$ cat src/rtl/uart_start_bit_if.sv
// Serial-line side of the uart_rx start-bit stage: oversample tick, raw line and frame-done in,
// start / false-start pulses and busy level out.
interface uart_start_bit_if;
  logic i_en;
  logic i_rx;
  logic i_frame_done;
  logic o_start;
  logic o_false_start;
  logic o_busy;

  modport master (
    output i_en, i_rx, i_frame_done,
    input  o_start, o_false_start, o_busy
  );

  modport slave (
    input  i_en, i_rx, i_frame_done,
    output o_start, o_false_start, o_busy
  );
endinterface

$ cat src/rtl/uart_start_bit.sv
// Purpose: synchronise rx, detect start-bit falling edge, validate by 3-sample mid-bit majority vote.
// Latency: SYNC_STAGES cycles line->rx_s; o_start/o_false_start one cycle after the k=OSR/2+1 tick.
// Backpressure: none; re-arming is held off until frame_done and the line is seen high on a tick.
module uart_start_bit #(
  parameter int OSR         = 16,
  parameter int SYNC_STAGES = 2
) (
  input  logic             i_clk,
  input  logic             i_rst,
  uart_start_bit_if.slave  bus
);

  localparam int CW = $clog2(OSR);
  localparam logic [CW-1:0] K_V0  = CW'(OSR/2 - 1);
  localparam logic [CW-1:0] K_V1  = CW'(OSR/2);
  localparam logic [CW-1:0] K_DEC = CW'(OSR/2 + 1);

  typedef enum logic [1:0] {
    IDLE   = 2'd0,
    VERIFY = 2'd1,
    FRAME  = 2'd2,
    REARM  = 2'd3
  } state_t;

  state_t                 state_q, state_d;
  logic [SYNC_STAGES-1:0] sync_q;
  logic                   rx_s;
  logic [CW-1:0]          cnt_q, cnt_d, k_now;
  logic                   v0_q, v1_q, v0_d, v1_d;
  logic                   vote_low;
  logic                   start_q, false_q, busy_q;
  logic                   start_d, false_d, busy_d;

  // Sync chain resets to idle-high so a reset never looks like a start edge.
  always_ff @(posedge i_clk) begin
    if (i_rst) sync_q <= '1;
    else       sync_q <= {sync_q[SYNC_STAGES-2:0], bus.i_rx};
  end

  assign rx_s  = sync_q[SYNC_STAGES-1];
  assign k_now = cnt_q + CW'(1);

  // Third vote is the sample taken on the decision tick itself.
  assign vote_low = (~v0_q & ~v1_q) | (~v0_q & ~rx_s) | (~v1_q & ~rx_s);

  always_ff @(posedge i_clk) begin
    if (i_rst) begin
      state_q <= IDLE;
      cnt_q   <= '0;
      v0_q    <= 1'b0;
      v1_q    <= 1'b0;
      start_q <= 1'b0;
      false_q <= 1'b0;
      busy_q  <= 1'b0;
    end else begin
      state_q <= state_d;
      cnt_q   <= cnt_d;
      v0_q    <= v0_d;
      v1_q    <= v1_d;
      start_q <= start_d;
      false_q <= false_d;
      busy_q  <= busy_d;
    end
  end

  always_comb begin
    state_d = state_q;
    cnt_d   = cnt_q;
    v0_d    = v0_q;
    v1_d    = v1_q;
    unique case (state_q)
      IDLE: begin
        if (bus.i_en && !rx_s) begin
          state_d = VERIFY;
          cnt_d   = '0;
        end
      end
      VERIFY: begin
        if (bus.i_en) begin
          cnt_d = k_now;
          if (k_now == K_V0) v0_d = rx_s;
          if (k_now == K_V1) v1_d = rx_s;
          if (k_now == K_DEC) state_d = vote_low ? FRAME : IDLE;
        end
      end
      // Frame-done is a level/pulse from the stop-bit stage, so it is not tick-gated.
      FRAME: begin
        if (bus.i_frame_done) state_d = REARM;
      end
      REARM: begin
        if (bus.i_en && rx_s) state_d = IDLE;
      end
      default: state_d = IDLE;
    endcase
  end

  always_comb begin
    start_d = 1'b0;
    false_d = 1'b0;
    busy_d  = (state_d != IDLE);
    if (state_q == VERIFY && bus.i_en && k_now == K_DEC) begin
      start_d = vote_low;
      false_d = ~vote_low;
    end
  end

  assign bus.o_start       = start_q;
  assign bus.o_false_start = false_q;
  assign bus.o_busy        = busy_q;

endmodule

$ cat src/flat_wrapper.sv
// flat-port wrapper written by rule: the top's interface ports become plain ports
module uart_start_bit_flat 
#(
  parameter int OSR         = 16,
  parameter int SYNC_STAGES = 2
)
  (i_clk, i_rst, bus_i_en, bus_i_rx, bus_i_frame_done, bus_o_start, bus_o_false_start, bus_o_busy);
  uart_start_bit_if bus_i ();
  input  logic i_clk;
  input  logic i_rst;
  input wire logic [$bits(bus_i.i_en)-1:0] bus_i_en;
  input wire logic [$bits(bus_i.i_rx)-1:0] bus_i_rx;
  input wire logic [$bits(bus_i.i_frame_done)-1:0] bus_i_frame_done;
  output wire logic [$bits(bus_i.o_start)-1:0] bus_o_start;
  output wire logic [$bits(bus_i.o_false_start)-1:0] bus_o_false_start;
  output wire logic [$bits(bus_i.o_busy)-1:0] bus_o_busy;
  assign bus_i.i_en = bus_i_en;
  assign bus_i.i_rx = bus_i_rx;
  assign bus_i.i_frame_done = bus_i_frame_done;
  assign bus_o_start = bus_i.o_start;
  assign bus_o_false_start = bus_i.o_false_start;
  assign bus_o_busy = bus_i.o_busy;
  uart_start_bit #(.OSR(OSR), .SYNC_STAGES(SYNC_STAGES)) u_core (.i_clk(i_clk), .i_rst(i_rst), .bus(bus_i));
endmodule
$ cat config.mk
export PLATFORM = sky130hd
export DESIGN_NAME = uart_start_bit_flat
export DESIGN_NICKNAME = d
export VERILOG_FILES = /design/src/rtl/uart_start_bit_if.sv /design/src/rtl/uart_start_bit.sv /design/src/flat_wrapper.sv
export SDC_FILE = /design/constraint.sdc
export NUM_CORES = 1
export LEC_CHECK = 0
export CELL_PAD_IN_SITES_DETAIL_PLACEMENT = 1
export CELL_PAD_IN_SITES_GLOBAL_PLACEMENT = 2
export CORE_ASPECT_RATIO = 1.1
export CORE_MARGIN = 2
export CORE_UTILIZATION = 32
export DETAILED_ROUTE_END_ITERATION = 10
export DONT_BUFFER_PORTS = 1
export GPL_TIMING_DRIVEN = 0
export HOLD_SLACK_MARGIN = 0.08
export PLACE_DENSITY = 0.79
export SKIP_CTS_REPAIR_TIMING = 1
export SYNTH_ARGS = -nofsm -noshare
export SYNTH_HDL_FRONTEND = slang
export SYNTH_SLANG_ARGS = --single-unit
$ cat constraint.sdc
create_clock -name i_clk -period 1.3 [get_ports i_clk]
set_input_delay 0.13 -clock i_clk [delete_from_list [all_inputs] [get_ports i_clk]]
set_output_delay 0.13 -clock i_clk [all_outputs]
set_load 0.01 [all_outputs]
### After elaboration in Yosys (flattened, before gate mapping)

Index checks and enable logic that the tools add are counted.
Widths: inputs -> output; s select.

* muxes and demuxes: 10
* bitwise gates (word level): 10
* reduce and logical (&&, ||, !) cells: 12
* add/sub/neg operators: 1
* equal/unequal tests: 8

Operator list (number)
* $mux 2: 6
* $reduce_and 3->1: 3
* $eq 4x4->1 const B: 2
* $mux 4: 2
* $pmux 2 s4: 1
* $pmux 4 s2: 1
* $not 1->1: 5
* $add 4x1->4 const B: 1
* $eq 2x2->1 const B: 2
* $eq 4x3->1 const B: 1
* $logic_and 1x1->1: 4
* $reduce_bool 2->1: 2
* $and 1x1->1: 3
* $eq 2x1->1 const B: 1
* $logic_not 2->1: 1
* $ne 2x1->1 const B: 1
* $ne 2x2->1 const B: 1
* $or 1x1->1: 2
* $reduce_or 2->1: 1
* $logic_not 1->1: 1

* input bits: 5
* register bits: 13

### Logic depth before layout (Yosys ltp)

* depth in word-level cells: 9
* depth in mapped cells: 5

### Worst setup path before layout

No wires, ideal clock.

* kind: register to register
* start point: register u_core.cnt_q[1]
* end point: register u_core.v0_q
* data required time: 1.230 ns
* path slack: -0.077 ns
* cell stages (with the launch flop): 6
* path buffers: 0
* period minus slack after synthesis: 1.377 ns
* data arrival time: 1.307 ns
* cell sequence: dfxtp_1 > ha_1 > xor2_1 > nand3_2 > or3_1 > a21oi_1

* word-level cells in the longest chain between the ends: 3

Ends and longest elaborated chain
* start: declaration: RTL line uart_start_bit.sv:28 `logic [CW-1:0] cnt_q, cnt_d, k_now;`
* start signal: assignment: RTL line uart_start_bit.sv:57 `cnt_q <= cnt_d;`
* $add 4x1->4: RTL line uart_start_bit.sv:41 `assign k_now = cnt_q + CW'(1);`
* $eq 4x3->1: RTL line uart_start_bit.sv:81 `if (k_now == K_V0) v0_d = rx_s;`
* $reduce_and 3->1 (no line)
* end signal: assignment: RTL line uart_start_bit.sv:58 `v0_q <= v0_d;`
* end: declaration: RTL line uart_start_bit.sv:29 `logic v0_q, v1_q, v0_d, v1_d;`

Every way passes these cells.
A chain may end at the register's enable or synchronous reset.

### Final worst setup path

* start point: register u_core.cnt_q[3]
* end point: register u_core.busy_q, in the netlist u_core.bus.o_busy

* word-level cells in the longest chain between the ends: 6

Ends and longest elaborated chain
* $add 4x1->4: RTL line uart_start_bit.sv:41
* $eq 4x4->1: RTL line uart_start_bit.sv:83 `if (k_now == K_DEC) state_d = vote_low ? FRAME : IDLE;`
* $mux 2: RTL line uart_start_bit.sv:83
* $mux 2: RTL line uart_start_bit.sv:79 `if (bus.i_en) begin`
* $pmux 2 s4: RTL line uart_start_bit.sv:71 `unique case (state_q)`
* $reduce_bool 2->1: RTL line uart_start_bit.sv:100 `busy_d = (state_d != IDLE);`
* end signal: assignment: RTL line uart_start_bit.sv:62 `busy_q <= busy_d;`
* end: declaration: RTL line uart_start_bit.sv:31 `logic start_q, false_q, busy_q;`

Every way passes these cells.

==> results.py <==
metrics = {
    "route": {
        "drt_wl_total_mm": 1.41,
        "vias_per_cell": 5.01,
        "drcViolationCount": 0,
        "wl_per_cell_microns": 13.1,
        "drtIter0Drc": 2,
        "dr.pass1.iters": 2,
        "ant_nets": 0,
        "vias": 541,
    },
    "logic_synthesis": {
        "ys_seq_area_frac": 0.398,
        "yosysWarnings": 0,
        "ys_ff_latch": 13,
        "syn_nets": 81,
        "synthCells": 72,
        "synth_fa_ha_area_frac": 0.0937,
        "synth_compound_area_frac": 0.182,
        "yosysTopAreaCellShare": 0.398,
        "syn_area_per_cell_sq_um": 9.09,
        "synthTopCellsByArea": "dfxtp_1, ha_1, and3b_1",
        "synth-simple-area-share": 0.239,
        "synth_top_family_by_area": "simple AND/OR/NAND/NOR gates",
        "synth.distinct_cells": 31,
        "synth-xor-area-share": 0.0268,
        "synth_area_leader_cell": "dfxtp_1",
        "syn_area_sq_um": 654,
        "synthMuxAreaShare": 0.0153,
    },
    "floorplan": {
        "die_y_microns": 51.4,
        "io_pins": 8,
        "die_x_microns": 47.1,
        "placeableCoreArea_sq_um": 1980,
        "die-area_sq_um": 2420,
        "rows": 17,
        "initial_core_util": 0.331,
    },
    "timing": {
        "post-route-min-period_ns": 1.35,
        "max_freq_mhz": 743,
        "rsz0062_at_grt": "true",
        "hold_slack_ns": 0.0739,
        "hold_viol_final": 0,
        "finalMaxSlewViolations": 0,
        "fin_crit_sh": 1.03,
        "setup_viol": 3,
        "fin_worst_skew_ns": 0.00972,
        "layout_setup_ws_ns": -0.0453,
        "slew_headroom": 0.736,
        "tightest_slew_ns": 0.397,
    },
    "placement": {
        "gp_congestion": 0.736,
        "place_hpwl_mm": 1.01,
        "port_buffers": 0,
        "dp_cells": 100,
    },
    "layout": {
        "syn_to_final_growth_pct": 18.7,
        "fin_cells": 108,
        "antenna_cells": 0,
        "layout-drive-gt1-share": 0.213,
        "fin_util": 0.393,
        "layout.nets": 90,
    },
    "global_route": {
        "first_global_vias": 518,
        "antenna_found_initial": 0,
        "grt.total_usage": 0.134,
        "grt_max_degree": 11,
        "overflow": 0,
        "grt_pass1_wl_mm": 2.24,
    },
    "clock_network": {
        "cts_htree_levels": 1,
        "cts_buffers": 3,
        "clk_latency_ns": 0.28,
        "cts_sinks": 13,
        "cts-root-buf": "clkbuf_4",
        "cts_buffer_depth": 2,
        "cts_tree": "done",
        "cts.clk_slew.worst_paths_ns": 0.09,
    },
    "critical_path": {
        "crit_path_start_kind": "flip-flop",
        "critPathMaxFanout": 5,
        "critPathArrivalTime_ns": 1.51,
        "endpoint_kind": "flip-flop",
        "critPathRequiredTime_ns": 1.46,
        "worstSetupPathType": "flip-flop to flip-flop",
    },
    "status": {
        "violations": "setup timing",
        "status": "finished with violations",
    },
    "power_and_ir_drop": {
        "pwr_density_cell_nw_per_um2": 893,
        "p_leak_uw": 0.000299,
        "ir_worst_vdd_mv": 0.553,
    },
    "worst_hold_path": {
        "hold_class": "primary input to flip-flop",
    },
    "flow_run": {
        "maxCapViolCount": 0,
    },
}
where the power goes:
part | leakage [uW] | internal [uW] | total, uW | switching (uW)
Sequential | 0.000109 | 398 | 403 | 5.41
Combinational | 0.000175 | 15.6 | 31.6 | 16.0
Clock | 0.0000150 | 119 | 259 | 140
Total | 0.000299 | 532 | 694 | 162
per-layer routing:
metal  vias to the layer above  wire, microns  global-route usage  share of wire
li1                        266              -                   -              -
met1                       265            649               0.156           0.46
met2                         8            711               0.219           0.50
met3                         2             41              0.0318          0.029
met4                         0              8              0.0694         0.0057
met5                         -              0                   0              0
cell type report:
class,instances,area [sq um]
Buffer,2,15.0
Tap cell,28,35.0
Fill cell,239,1200
Clock buffer,4,26.3
Multi-Input combinational cell,53,377
Inverter,4,15.0
Timing Repair Buffer,4,35.0
Sequential cell,13,274
metrics by stage:
step / TNS, ns / setup WS (ns) / area (sq um) / power (uW)
2_1_floorplan: 0 / 0.00233 / 659 / 436
3_3_place_gp: -0.227 / -0.110 / 694 / 442
3_5_place_dp: -0.257 / -0.127 / 694 / 443
4_1_cts: -0.345 / -0.149 / 721 / 708
5_1_grt: -0.449 / -0.112 / 777 / 730
6_report: -0.0788 / -0.0453 / 777 / 694
worst max-delay path, cell delays in order, from the launching register on:
cell	delay (ns)
dfxtp_2	0.35
and3b_1	0.21
o211ai_1	0.16
a21o_1	0.26
a211o_1	0.26
path summary, 6_finish.rpt:
kind | start | endpoint | slack (ns) | cells after the start
worst min-delay path | i_rst | u_core.state_q[1] | 0.07 | 2
worst min register to register | u_core.sync_q[0] | u_core.sync_q[1] | 0.41 | 1
worst max-delay path | u_core.cnt_q[3] | u_core.bus.o_busy | -0.05 | 4
worst max register to register | u_core.cnt_q[3] | u_core.bus.o_busy | -0.05 | 4
cells by family (layout without fill, tap and decap cells):
group	after synthesis	after routing
xor+xnor	2	2
compound gates	18	18
mux	1	1
simple gates	27	27
buf+inv	6	14
flops	13	13
fa+ha+maj	5	5
sequential cells by signal, summed over array words and instances (netlist names):
register and flops:
u_core.cnt_q 4, u_core.v1_q 1, u_core.bus.o_start 1, u_core.v0_q 1, u_core.bus.o_busy 1, u_core.bus.o_false_start 1
u_core.sync_q 2, u_core.state_q 2
synthesized netlist by cell type, drive strengths merged:
library cell and number:
nor3b 1, buf 1, a211o 1, inv 4
nand2 6, or2 3, a21boi 1, nor2 3
or3 1, and2 1, nand3b 1, and3b 3
a21o 1, xor2 1, nand3 4, a21oi 4
clkbuf 1, maj3 1, ha 4, nor2b 2
xnor2 1, a211oi 3, o21ai 5, mux2i 1
nand2b 2, o211ai 1, dfxtp 13, a22oi 2
cell usage in the layout (no fill, tap or decap), drive strengths merged, types with 2 or more instances in the layout:
cell          n
nand2b        2
dlygate4sd3   2
a21oi         4
o21ai         5
and3b         3
a22oi         2
nand3         4
clkbuf        5
nor2          3
dfxtp        13
nor2b         2
buf           3
or2           3
a211oi        3
nand2         6
inv           4
ha            4
Note: power is estimated with default switching activity, not from simulation.
